--- src/rtl/writeback_queue.sv ---
// rtl/writeback_queue.sv - write-back FIFO with dest decode and forwarding lookup
// Optional statistics counters are enabled by defining WB_STATS_EN.
module writeback_queue #(
  parameter int DEPTH = 2,
  parameter int AW    = 5,
  parameter int DW    = 32
) (
  input  logic          clk,
  input  logic          reset,
  input  logic          in_valid,
  output logic          in_ready,
  input  logic [31:0]   in_instr,
  input  logic [DW-1:0] in_result,
  output logic          rf_we,
  output logic [AW-1:0] rf_waddr,
  output logic [DW-1:0] rf_wdata,
  input  logic          rf_ready,
  input  logic [AW-1:0] fwd_addr1,
  input  logic [AW-1:0] fwd_addr2,
  output logic          fwd_hit1,
  output logic          fwd_hit2,
  output logic [DW-1:0] fwd_data1,
  output logic [DW-1:0] fwd_data2
`ifdef WB_STATS_EN
  ,
  output logic [31:0]   wb_count,
  output logic [31:0]   drop_count
`endif
);

  localparam int PW = (DEPTH > 1) ? $clog2(DEPTH) : 1;
  localparam int CW = $clog2(DEPTH) + 1;

  logic [AW-1:0] mem_addr [DEPTH];
  logic [DW-1:0] mem_data [DEPTH];
  logic [PW-1:0] rd_ptr, wr_ptr, rd_ptr_n, idx;
  logic [CW-1:0] count, count_n;
  logic [AW-1:0] dest, head_addr_n;
  logic [DW-1:0] head_data_n;
  logic          has_dest, accept, push, pop;
  logic          unused_instr_bits;

  assign unused_instr_bits = ^{in_instr[25:21], in_instr[10:6]};

  always_comb begin
    dest = '0;
    case (in_instr[31:26])
      6'h00: if (in_instr[5:0] != 6'h08) dest = in_instr[11+AW-1:11];
      6'h08, 6'h09, 6'h0C, 6'h0D, 6'h0E, 6'h0F: dest = in_instr[16+AW-1:16];
      default: dest = '0;
    endcase
  end

  assign has_dest = (dest != '0);
  assign in_ready = (count != CW'(DEPTH));
  assign accept   = in_valid && in_ready;
  assign push     = accept && has_dest;
  assign pop      = rf_we && rf_ready;
  assign rd_ptr_n = pop ? rd_ptr + PW'(1) : rd_ptr;

  always_comb begin
    count_n = count;
    if (push && !pop)      count_n = count + CW'(1);
    else if (!push && pop) count_n = count - CW'(1);
  end

  // Pick up the head for the next cycle; a push into an otherwise empty queue bypasses storage.
  always_comb begin
    head_addr_n = '0;
    head_data_n = '0;
    if (count_n != '0) begin
      if (push && (wr_ptr == rd_ptr_n)) begin
        head_addr_n = dest;
        head_data_n = in_result;
      end else begin
        head_addr_n = mem_addr[rd_ptr_n];
        head_data_n = mem_data[rd_ptr_n];
      end
    end
  end

  always_ff @(posedge clk) begin
    if (push) begin
      mem_addr[wr_ptr] <= dest;
      mem_data[wr_ptr] <= in_result;
    end
  end

  always_ff @(posedge clk or negedge reset) begin
    if (!reset) begin
      rd_ptr   <= '0;
      wr_ptr   <= '0;
      count    <= '0;
      rf_we    <= 1'b0;
      rf_waddr <= '0;
      rf_wdata <= '0;
    end else begin
      rd_ptr   <= rd_ptr_n;
      if (push) wr_ptr <= wr_ptr + PW'(1);
      count    <= count_n;
      rf_we    <= (count_n != '0);
      rf_waddr <= head_addr_n;
      rf_wdata <= head_data_n;
    end
  end

  // Oldest to youngest, so the last match wins and yields the youngest pending data.
  always_comb begin
    fwd_hit1  = 1'b0;
    fwd_hit2  = 1'b0;
    fwd_data1 = '0;
    fwd_data2 = '0;
    idx       = '0;
    for (int k = 0; k < DEPTH; k++) begin
      idx = rd_ptr + PW'(k);
      if (CW'(k) < count) begin
        if (fwd_addr1 != '0 && mem_addr[idx] == fwd_addr1) begin
          fwd_hit1  = 1'b1;
          fwd_data1 = mem_data[idx];
        end
        if (fwd_addr2 != '0 && mem_addr[idx] == fwd_addr2) begin
          fwd_hit2  = 1'b1;
          fwd_data2 = mem_data[idx];
        end
      end
    end
  end

`ifdef WB_STATS_EN
  always_ff @(posedge clk or negedge reset) begin
    if (!reset) begin
      wb_count   <= '0;
      drop_count <= '0;
    end else begin
      if (pop) wb_count <= wb_count + 32'd1;
      if (accept && !has_dest) drop_count <= drop_count + 32'd1;
    end
  end
`endif

endmodule

--- config.mk ---
export PLATFORM = sky130hd
export DESIGN_NAME = writeback_queue
export DESIGN_NICKNAME = d
export VERILOG_FILES = /design/src/rtl/writeback_queue.sv
export SDC_FILE = /design/constraint.sdc
export NUM_CORES = 1
export LEC_CHECK = 0
export CORE_MARGIN = 1
export CORE_UTILIZATION = 43
export DETAILED_ROUTE_END_ITERATION = 16
export GPL_TIMING_DRIVEN = 0
export PLACE_DENSITY = 0.77
export SYNTH_ARGS = -nofsm -noshare
export SYNTH_HDL_FRONTEND = slang
export SYNTH_SLANG_ARGS = --single-unit
--- constraint.sdc ---
create_clock -name clk -period 3.37 [get_ports clk]
set_input_delay 1.011 -clock clk [delete_from_list [all_inputs] [get_ports clk]]
set_output_delay 1.011 -clock clk [all_outputs]
set_load 0.005 [all_outputs]
==> flow_summary.toml, run 1 <==
[synth]
netlist_area_mm2 = 0.006257
synth_cell_types = 48
synth.avg_cell_area_um2 = 12.29
yosysTopAreaCellShare = 0.3551
synthArstFlopShare = 0.3621
ys.flop_type = "edfxtp_1"
netlist_instances = 509
syn-num-nets = 590
synth_common_cells = "edfxtp_1, nor2_1, a221oi_1"
seq_area_frac_synth = 0.5231
synth_area_leaders = "edfxtp_1, dfrtp_1, a221oi_1"
synth_top_area_cell = "edfxtp_1"
synth.ff_latch_count = 116
synth-edff-count = 74
ys.warnings.count = 0

[placement]
port-buffer-count = 172
placed_area_mm2 = 0.008263
dp_hpwl_um = 12810
dpl.cell_count = 862
gp_congestion = 0.8901

[cts]
root_buffer = "clkbuf_16"
cts_sinks = 116
cts_buffers = 17
cts_buffer_depth = 2
h-tree-depth = 4
cts_tree = "done"
post_cts_hold_buffer_count = 0
clk_pin_slew_worst_paths_ps = 60
clkLatencyLatePin_ps = 420

[finish]
fin_area_mm2 = 0.01008
area_growth_pct = 61.15
fin_cells = 944
fillers = 915
fin_util = 0.7181
diodes = 0
drive_gt1_frac = 0.3927
layout.nets = 832

[sta]
finalSetupTns_ps = -40320
setup_viol = 65
clock.fmax_mhz = 239.8
rsz0062_at_grt = "true"
drv_slew = 0
tightest_slew_ps = 912.8
layout_min_cycle_time_ps = 4171
worst_slack_ps = -801.0
maxSlewHeadroom = 0.3914
hold_viol_final = 0
skew_ps = 13.78
post-route-period-util = 1.238

[global_routing]
grt_max_degree = 38
overflow = 0
antenna_found_initial = 0
grt_usage = 0.2832
grt_pass1_wl_um = 31420
grt_pass1_vias = 5806

[floorplanning]
ios = 183
start_util = 0.4456
core_area_mm2 = 0.01404
die_area_mm2 = 0.01504
die_width_um = 122.6
rows = 43
die_h_um = 122.6

[setup_path]
rr_worst_depth = 7
crit_required_ps = 2360
reg2reg_setup_slack_ps = 840
worst_setup_path_start_kind = "register"
crit_end = "fwd_data1[30]"
setup.worst_path.start = "rd_ptr"
cp_data_arrival_time_ps = 3160
critPathKind = "register to output pin"
cp_cell_sequence = "buf_6 -> buf_6 -> buf_4 -> mux2i_4 -> xnor2_1 -> nand4_1 -> a211oi_4 -> buf_12 -> buf_12 -> clkbuf_16 -> a221oi_2 -> nor2_1 -> clkdlybuf4s15_2"
crit_fanout = 6
slowest_stage = "dfrtp_1"
rr_startpoint = "rf_we"
r2r-end = "rf_waddr[1]"
cp-end-kind = "output pin"
max_stage_delay_ps = 380

[detailed_routing]
drtIter0Drc = 473
drc = 0
detail_route.vias_per_cell = 6.059
routed_wl_um = 21650
dr.pass1.iters = 5
wl_per_cell_um = 22.93
num_vias = 5720
ant_nets = 0

[outcome]
status = "finished, violations left"
violations = "negative setup slack"

[hold_path]
min_path_type = "input port to asynchronous set/reset pin"

[power]
vdd_drop_max_mv = 0.4529
power_mw = 7.764
power.leakage_nw = 4.056
powerDensity_mw_per_mm2 = 770.0

[run]
max_cap_viol_count = 0
-- worst min-delay path by stage --
| stage | start | cells after the start | end | slack [ps] |
|---|---|---|---|---|
| floorplan | wr_ptr | 1 | wr_ptr | 550 |
| CTS | reset | 1 | rf_wdata[6] | 450 |
| finish | reset | 1 | rf_wdata[6] | 460 |
| global placement | wr_ptr | 1 | wr_ptr | 570 |
| detailed placement | wr_ptr | 1 | wr_ptr | 580 |
| global route | reset | 1 | rf_wdata[6] | 470 |
-- power breakdown --
part / internal (mW) / switching [mW]
Sequential: 1.80 / 0.144
Clock: 1.32 / 0.705
Combinational: 1.98 / 1.82
Total: 5.10 / 2.67
-- registers in the layout, indices dropped and copies added (netlist names) --
register / cells
rf_waddr: 5
wr_ptr: 1
rf_wdata: 32
mem_data: 64
rf_we: 1
rd_ptr: 1
count: 2
mem_addr: 10
-- logic make-up after synthesis --
kind of cell	after synthesis	share of synthesized area
buffers and inverters	51	0.04739
multiplexers	46	0.07778
AND/OR/NAND/NOR	120	0.08798
adder cells (fa/ha/maj)	3	0.005999
AO/OA/AOI/OAI	151	0.2218
XOR/XNOR	22	0.03599
flip-flops	116	0.5231
-- what timing repair did --
action | in CTS | in global routing
setup endpoints to repair | 148 | 117
cloned | 6 | 2
pin swaps | 72 | 55
resized for setup | 384 | 85
setup buffers | 43 | 11
endpoints found under the hold margin | 0 | 0
-- worst max-delay path: cells and delay by family, from the launching register on --
family	cells	cell delay [ps]
flip-flops	1	380
AND/OR/NAND/NOR	2	410
AO/OA/AOI/OAI	2	350
buffers and inverters	7	1160
multiplexers	1	270
XOR/XNOR	1	170
-- layout by cell type (no fill, tap or decap), types with 3 or more instances in the layout --
cell / synthesis / layout
mux2i_4: 2 / 10
a311oi_1: 4 / 4
a221oi_2: 0 / 46
a221oi_1: 64 / 7
bufinv_16: 0 / 5
clkbuf_1: 18 / 11
clkdlybuf4s50_1: 0 / 95
inv_1: 5 / 5
xor2_1: 8 / 8
a211oi_2: 19 / 20
a211oi_1: 16 / 14
clkinv_4: 0 / 5
ha_1: 3 / 3
a21oi_1: 3 / 3
a22o_1: 39 / 38
buf_2: 15 / 57
nor2_1: 74 / 70
a221oi_4: 0 / 11
buf_6: 10 / 35
clkbuf_16: 0 / 19
dfrtp_1: 42 / 42
nand2_1: 15 / 13
buf_8: 1 / 5
clkbuf_2: 0 / 13
nand4_1: 3 / 3
dlygate4sd2_1: 0 / 6
edfxtp_1: 74 / 74
buf_12: 0 / 19
buf_4: 0 / 19
xnor2_1: 12 / 11
mux2i_1: 43 / 34
nor2_2: 0 / 4
-- cell type report --
type / count / area, um2 / share of cell area
tap: 180 / 225.2 / 0.02234
sequential: 116 / 3273 / 0.3246
clock buffer: 18 / 429.2 / 0.04256
timing repair buffer: 222 / 2062 / 0.2045
inverter: 7 / 26.28 / 0.002606
buffer: 44 / 457.9 / 0.04542
clock inverter: 14 / 226.5 / 0.02246
multi-input combinational: 343 / 3383 / 0.3355
-- through the flow --
stage | hold WS (ps) | worst slack (ps)
global placement | 567.9 | -1496
detailed placement | 575.8 | -1522
floorplan | 548.4 | -56.04
global route | 465.0 | -921.3
CTS | 453.9 | -660.2
finish | 455.3 | -801.0
-- per-layer routing --
layer | global-route usage | vias to the layer above | part of all wire
li1 | - | 2518 | -
met4 | 0.1227 | 0 | 0.023
met1 | 0.3495 | 2847 | 0.39
met3 | 0.06366 | 44 | 0.071
met2 | 0.4747 | 311 | 0.51
met5 | 0 | - | 0
No activity file was read; power rests on OpenSTA's default activity.
==> inputs of run 2 (changes only) <==
Settings changed: SETUP_SLACK_MARGIN set to 0.5, SLEW_MARGIN set to 20.
==> run 2 against run 1 <==
Net effect: the flow still finishes with violations (negative setup slack); sequential power hardly changed; routed wire length is 7.5% higher; die area stayed put; sequential cell count stayed put; global-route usage is 2.3 points higher.
==> flow_summary.toml, run 2 (synthesis results as in run 1) <==
[placement]
pre_cts_ws_ps = -1447
dpl.cell_count = 863
placed_area_mm2 = 0.008463
dp_hpwl_um = 12900
gp_congestion = 0.8147
port-buffer-count = 172

[finish]
layout.nets = 850
fin_util = 0.7341
area_growth_pct = 64.75
max_flop_register = "mem_data"
top_regs = "mem_data: 64 flops, rf_wdata: 32 flops, mem_addr: 10 flops"
drive_gt1_frac = 0.4066
fin_cells = 962
final_cell_mix = "clkdlybuf4s50_1, edfxtp_1, nor2_1, a221oi_2, buf_2"
largest_reg_flops = 64
layout_commonest_cell = "clkdlybuf4s50_1"
diodes = 0
fin_area_mm2 = 0.01031

[cts]
post_cts_hold_buffer_count = 0
cts_tree = "done"
clkLatencyLatePin_ps = 420
h-tree-depth = 4
cts_buffer_depth = 2
clk_pin_slew_worst_paths_ps = 50
cts_buffers = 17
cts_sinks = 116
root_buffer = "clkbuf_16"

[global_routing]
grt_max_degree = 23
met1_usage = 0.3615
overflow = 0
use_met3 = 0.07574
grt_pass1_wl_um = 33870
grt_usage = 0.3060
grt_use_met2 = 0.5193
grt_pass1_vias = 6142
antenna_found_initial = 0
grt_busiest_layer = "met2"

[setup_path]
cp_data_arrival_time_ps = 3170
rr_startpoint = "count[0]"
crit_required_ps = 2360
rr_worst_depth = 13
crit_end = "fwd_data2[1]"
reg2reg_setup_slack_ps = 850
setup.worst_path.start = "rd_ptr"
max_stage_delay_ps = 550
crit_fanout = 8
slowest_stage = "or4_4"
cp_cell_sequence = "buf_12 -> mux2i_4 -> xor2_1 -> nand3_1 -> or4_4 -> mux2i_4 -> buf_12 -> buf_6 -> buf_8 -> buf_6 -> a22o_1 -> buf_2"
worst_setup_path_start_kind = "register"
r2r-end = "rf_wdata[17]"
cp-end-kind = "output pin"
critPathKind = "register to output pin"

[sta]
setup_viol = 66
worst_slack_ps = -814.3
clock.fmax_mhz = 239.0
fin_hold_ws_ps = 570.4
maxSlewHeadroom = 0.4668
skew_ps = 9.953
tightest_slew_ps = 799.8
hold_viol_final = 0
rsz0062_at_grt = "true"
layout_min_cycle_time_ps = 4184
post-route-period-util = 1.242
finalSetupTns_ps = -45250
drv_slew = 0

[floorplanning]
die_width_um = 122.6
rows = 43
ios = 183
die_h_um = 122.6
die_area_mm2 = 0.01504
start_util = 0.4456
core_area_mm2 = 0.01404

[detailed_routing]
num_vias = 5969
routed_wl_um = 23270
ant_nets = 0
wl_per_cell_um = 24.19
drtIter0Drc = 565
drc = 0
detail_route.vias_per_cell = 6.205
dr.pass1.iters = 5

[power]
pwr-share-comb = 0.515
power.leakage_nw = 4.290
p_seq_frac = 0.238
p_clk_frac = 0.248
vdd_drop_max_mv = 0.4317
p_int_mw = 5.447
p_sw_mw = 2.765
powerDensity_mw_per_mm2 = 796.5
switching_share = 0.3367
power_mw = 8.211

[outcome]
status = "finished, violations left"
violations = "negative setup slack"

[hold_path]
min_path_type = "input port to asynchronous set/reset pin"

[run]
max_cap_viol_count = 0
==> run 2: worst min-delay path by stage <==
stage / to
CTS: rf_wdata[7]
global placement: wr_ptr
detailed placement: wr_ptr
global route: rf_wdata[15]
finish: rf_wdata[15]
floorplan: rf_waddr[1]
==> run 2: worst max-delay path: cells and delay by family, from the launching register on <==
| family | cells | cell delay, ps |
|---|---|---|
| flip-flops | 1 | 410 |
| buffers and inverters | 6 | 800 |
| multiplexers | 2 | 480 |
| AO/OA/AOI/OAI | 1 | 210 |
| XOR/XNOR | 1 | 190 |
| AND/OR/NAND/NOR | 2 | 670 |
==> run 2: per-layer routing <==
| metal | up-vias | part of all wire |
|---|---|---|
| li1 | 2547 | - |
| met1 | 2964 | 0.37 |
| met2 | 387 | 0.51 |
| met3 | 71 | 0.078 |
| met4 | 0 | 0.034 |
| met5 | - | 0 |
==> run 2: cell type report <==
type / count / area, um2
Timing Repair Buffer: 240 / 2310
Inverter: 7 / 31.28
Fill cell: 886 / 3734
Tap cell: 180 / 225.2
Clock buffer: 22 / 474.2
Multi-Input combinational cell: 343 / 3347
Sequential cell: 116 / 3274
Buffer: 44 / 469.2
Clock inverter: 10 / 177.7
==> run 2: repair_timing <==
item	4_1_cts	5_1_grt
cloned	9	1
pin swaps	69	31
setup endpoints to repair	178	105
gates resized for setup	386	50
buffers inserted	52	5
==> run 2: power groups by stage <==
stage,Combinational [mW],Sequential [mW],Clock (mW)
final,4.23,1.95,2.03
after global routing,4.46,1.97,2.11
after CTS,3.95,1.94,2.01
after detailed placement,3.36,1.95,0
after global placement,3.30,1.94,0
after floorplan,1.82,1.96,0
==> inputs of run 3 (changes only) <==
Settings changed: CAP_MARGIN set to 20, CORE_UTILIZATION 43 to 45, GPL_TIMING_DRIVEN 0 to not set.
Clock period 3.37 ns to 4.8 ns, I/O delays scaled along.
==> run 3 against run 2 <==
Net effect: the run still ends with negative setup slack left; sequential cell count is the same; total power decreased by 36%; largest cell class unchanged; die area fell by 4.4%; routed wire length down 4.5%; sequential power shrank 29%; clock skew grew 0.98 ps; highest routed layer unchanged; first-iteration DRC count fell by 7.4%; critical path type is now input port to output pin; critical path depth unchanged; utilization rose by 2.5 points; clock-buffer cell count fell by 1; sequential share of layout area up 0.43 points; cell area shrank 1.3%.
==> flow_summary.toml, run 3 (synthesis results as in run 1) <==
[setup_path]
max_stage_delay_ps = 400
cp-end-kind = "output pin"
critPathKind = "input port to output pin"
slowest_stage = "a221oi_1"
crit_fanout = 6
critPathTopFamily = "buffers and inverters"
cp_cell_sequence = "buf_8 -> nor4_4 -> buf_4 -> or3_4 -> a211oi_2 -> buf_4 -> a211oi_4 -> buf_6 -> buf_16 -> a221oi_1 -> nor2_1 -> buf_2"
crit_required_ps = 3360
path_buf_inv = 6
cp_data_arrival_time_ps = 3440
worst_setup_path_start_kind = "input port"
crit_path_frequent_cell = "buf_4"

[detailed_routing]
drtIter0Drc = 523
num_vias = 5806
ant_nets = 0
detail_route.vias_per_cell = 6.230
routed_wl_um = 22220
dr.pass1.iters = 5
drc = 0
wl_per_cell_um = 23.84

[finish]
multiInputGateArea_mm2 = 0.003321
diodes = 0
register_area_mm2 = 0.003274
area_growth_pct = 62.55
fin_util = 0.7590
fillers = 838
top_regs = "mem_data: 64 flops, rf_wdata: 32 flops, mem_addr: 10 flops"
layout_commonest_cell = "clkdlybuf4s50_1"
largest_reg_flops = 64
max_flop_register = "mem_data"
final_cell_mix = "clkdlybuf4s50_1, edfxtp_1, nor2_1, buf_2, a221oi_2"
layout.nets = 824
drive_gt1_frac = 0.3968

[floorplanning]
start_util = 0.4669
ios = 183
rows = 42
die_width_um = 119.9
die_h_um = 119.9
core_area_mm2 = 0.01340
die_area_mm2 = 0.01438

[power]
powerDensity_mw_per_mm2 = 520.7
power_mw = 5.296
vdd_drop_max_mv = 0.2759
power.leakage_nw = 4.141

[outcome]
violations = "negative setup slack"
status = "finished, violations left"

[sta]
drv_slew = 0
setup_viol = 27
hold_viol_final = 0
clock.fmax_mhz = 204.7
rsz0062_at_grt = "true"
post-route-period-util = 1.018
tightest_slew_ps = 664.3
worst_slack_ps = -84.56
skew_ps = 10.93
maxSlewHeadroom = 0.5572
layout_min_cycle_time_ps = 4885

[cts]
cts_buffers = 17
cts_buffer_depth = 2
h-tree-depth = 4
cts_tree = "done"
clk_pin_slew_worst_paths_ps = 50
clkLatencyLatePin_ps = 410
cts_sinks = 116
post_cts_hold_buffer_count = 0
root_buffer = "clkbuf_16"

[hold_path]
min_path_type = "register to register"

[global_routing]
overflow = 0
antenna_found_initial = 0
grt_usage = 0.3050
grt_max_degree = 73
grt_pass1_wl_um = 33290
grt_pass1_vias = 6022

[placement]
gp_congestion = 0.8449
dp_hpwl_um = 11340
port-buffer-count = 172

[run]
max_cap_viol_count = 0
## run 3: changes by cell type in the layout (fill, tap and decap cells not counted), sizes merged
cell / change
clkdlybuf4s15: -7
dlymetal6s2s: -2
inv: +1
and2: -1
clkdlybuf4s50: +14
clkbuf: -22
dlygate4sd2: -25
buf: +17
clkinvlp: +1
clkinv: -1
bufbuf: -1
## run 3: final timing paths
check / start / slack, ps / depth (start not counted) / to
worst max-delay path: fwd_addr1[3] / -80 / 12 / fwd_data1[7]
worst min-delay path: wr_ptr / 610 / 1 / wr_ptr
worst max register to register: count[0] / 2320 / 9 / rf_wdata[2]
worst min register to register: wr_ptr / 610 / 1 / wr_ptr
max in group asynchronous: reset / 3250 / 1 / rd_ptr
min in group asynchronous: reset / 1070 / 1 / rf_wdata[16]
## run 3: through the flow
step	TNS, ps	cells	setup WS (ps)	cell area (um2)	hold slack [ps]
after floorplan	0	509	509.8	6260	514.7
after global placement	-42350	847	-728.6	8358	583.4
after global routing	-2542	932	-98.79	10170	646.4
after detailed placement	-45170	847	-761.5	8358	605.9
after CTS	-8.964	925	-3.447	9879	617.4
final	-933.4	932	-84.56	10170	612.3
## run 3: cell type report
type | count | share of cell area
Multi-Input combinational cell | 342 | 0.3265
Sequential cell | 116 | 0.3219
Timing Repair Buffer | 259 | 0.2661
Clock buffer | 21 | 0.04330
Tap cell | 176 | 0.02165
Clock inverter | 11 | 0.01796
Inverter | 7 | 0.002583
## run 3: report_power, final
| part | switching [mW] | internal [mW] | total (mW) |
|---|---|---|---|
| Sequential | 0.126 | 1.27 | 1.39 |
| Clock | 0.446 | 0.915 | 1.36 |
| Combinational | 1.23 | 1.31 | 2.54 |
| Total | 1.81 | 3.49 | 5.30 |
## run 3: timing repair
item	in CTS	in global routing
gates resized for setup	416	31
setup endpoints to repair	66	66
buffers inserted	34	6
pin swaps	93	25
gates cloned	12	1
## run 3: per-layer routing
layer / global-route usage / vias up / share of wire
met5: 0 / - / 0
met4: 0.1391 / 0 / 0.023
met3: 0.04990 / 46 / 0.078
met2: 0.5251 / 396 / 0.53
met1: 0.3732 / 2856 / 0.37
li1: - / 2508 / -
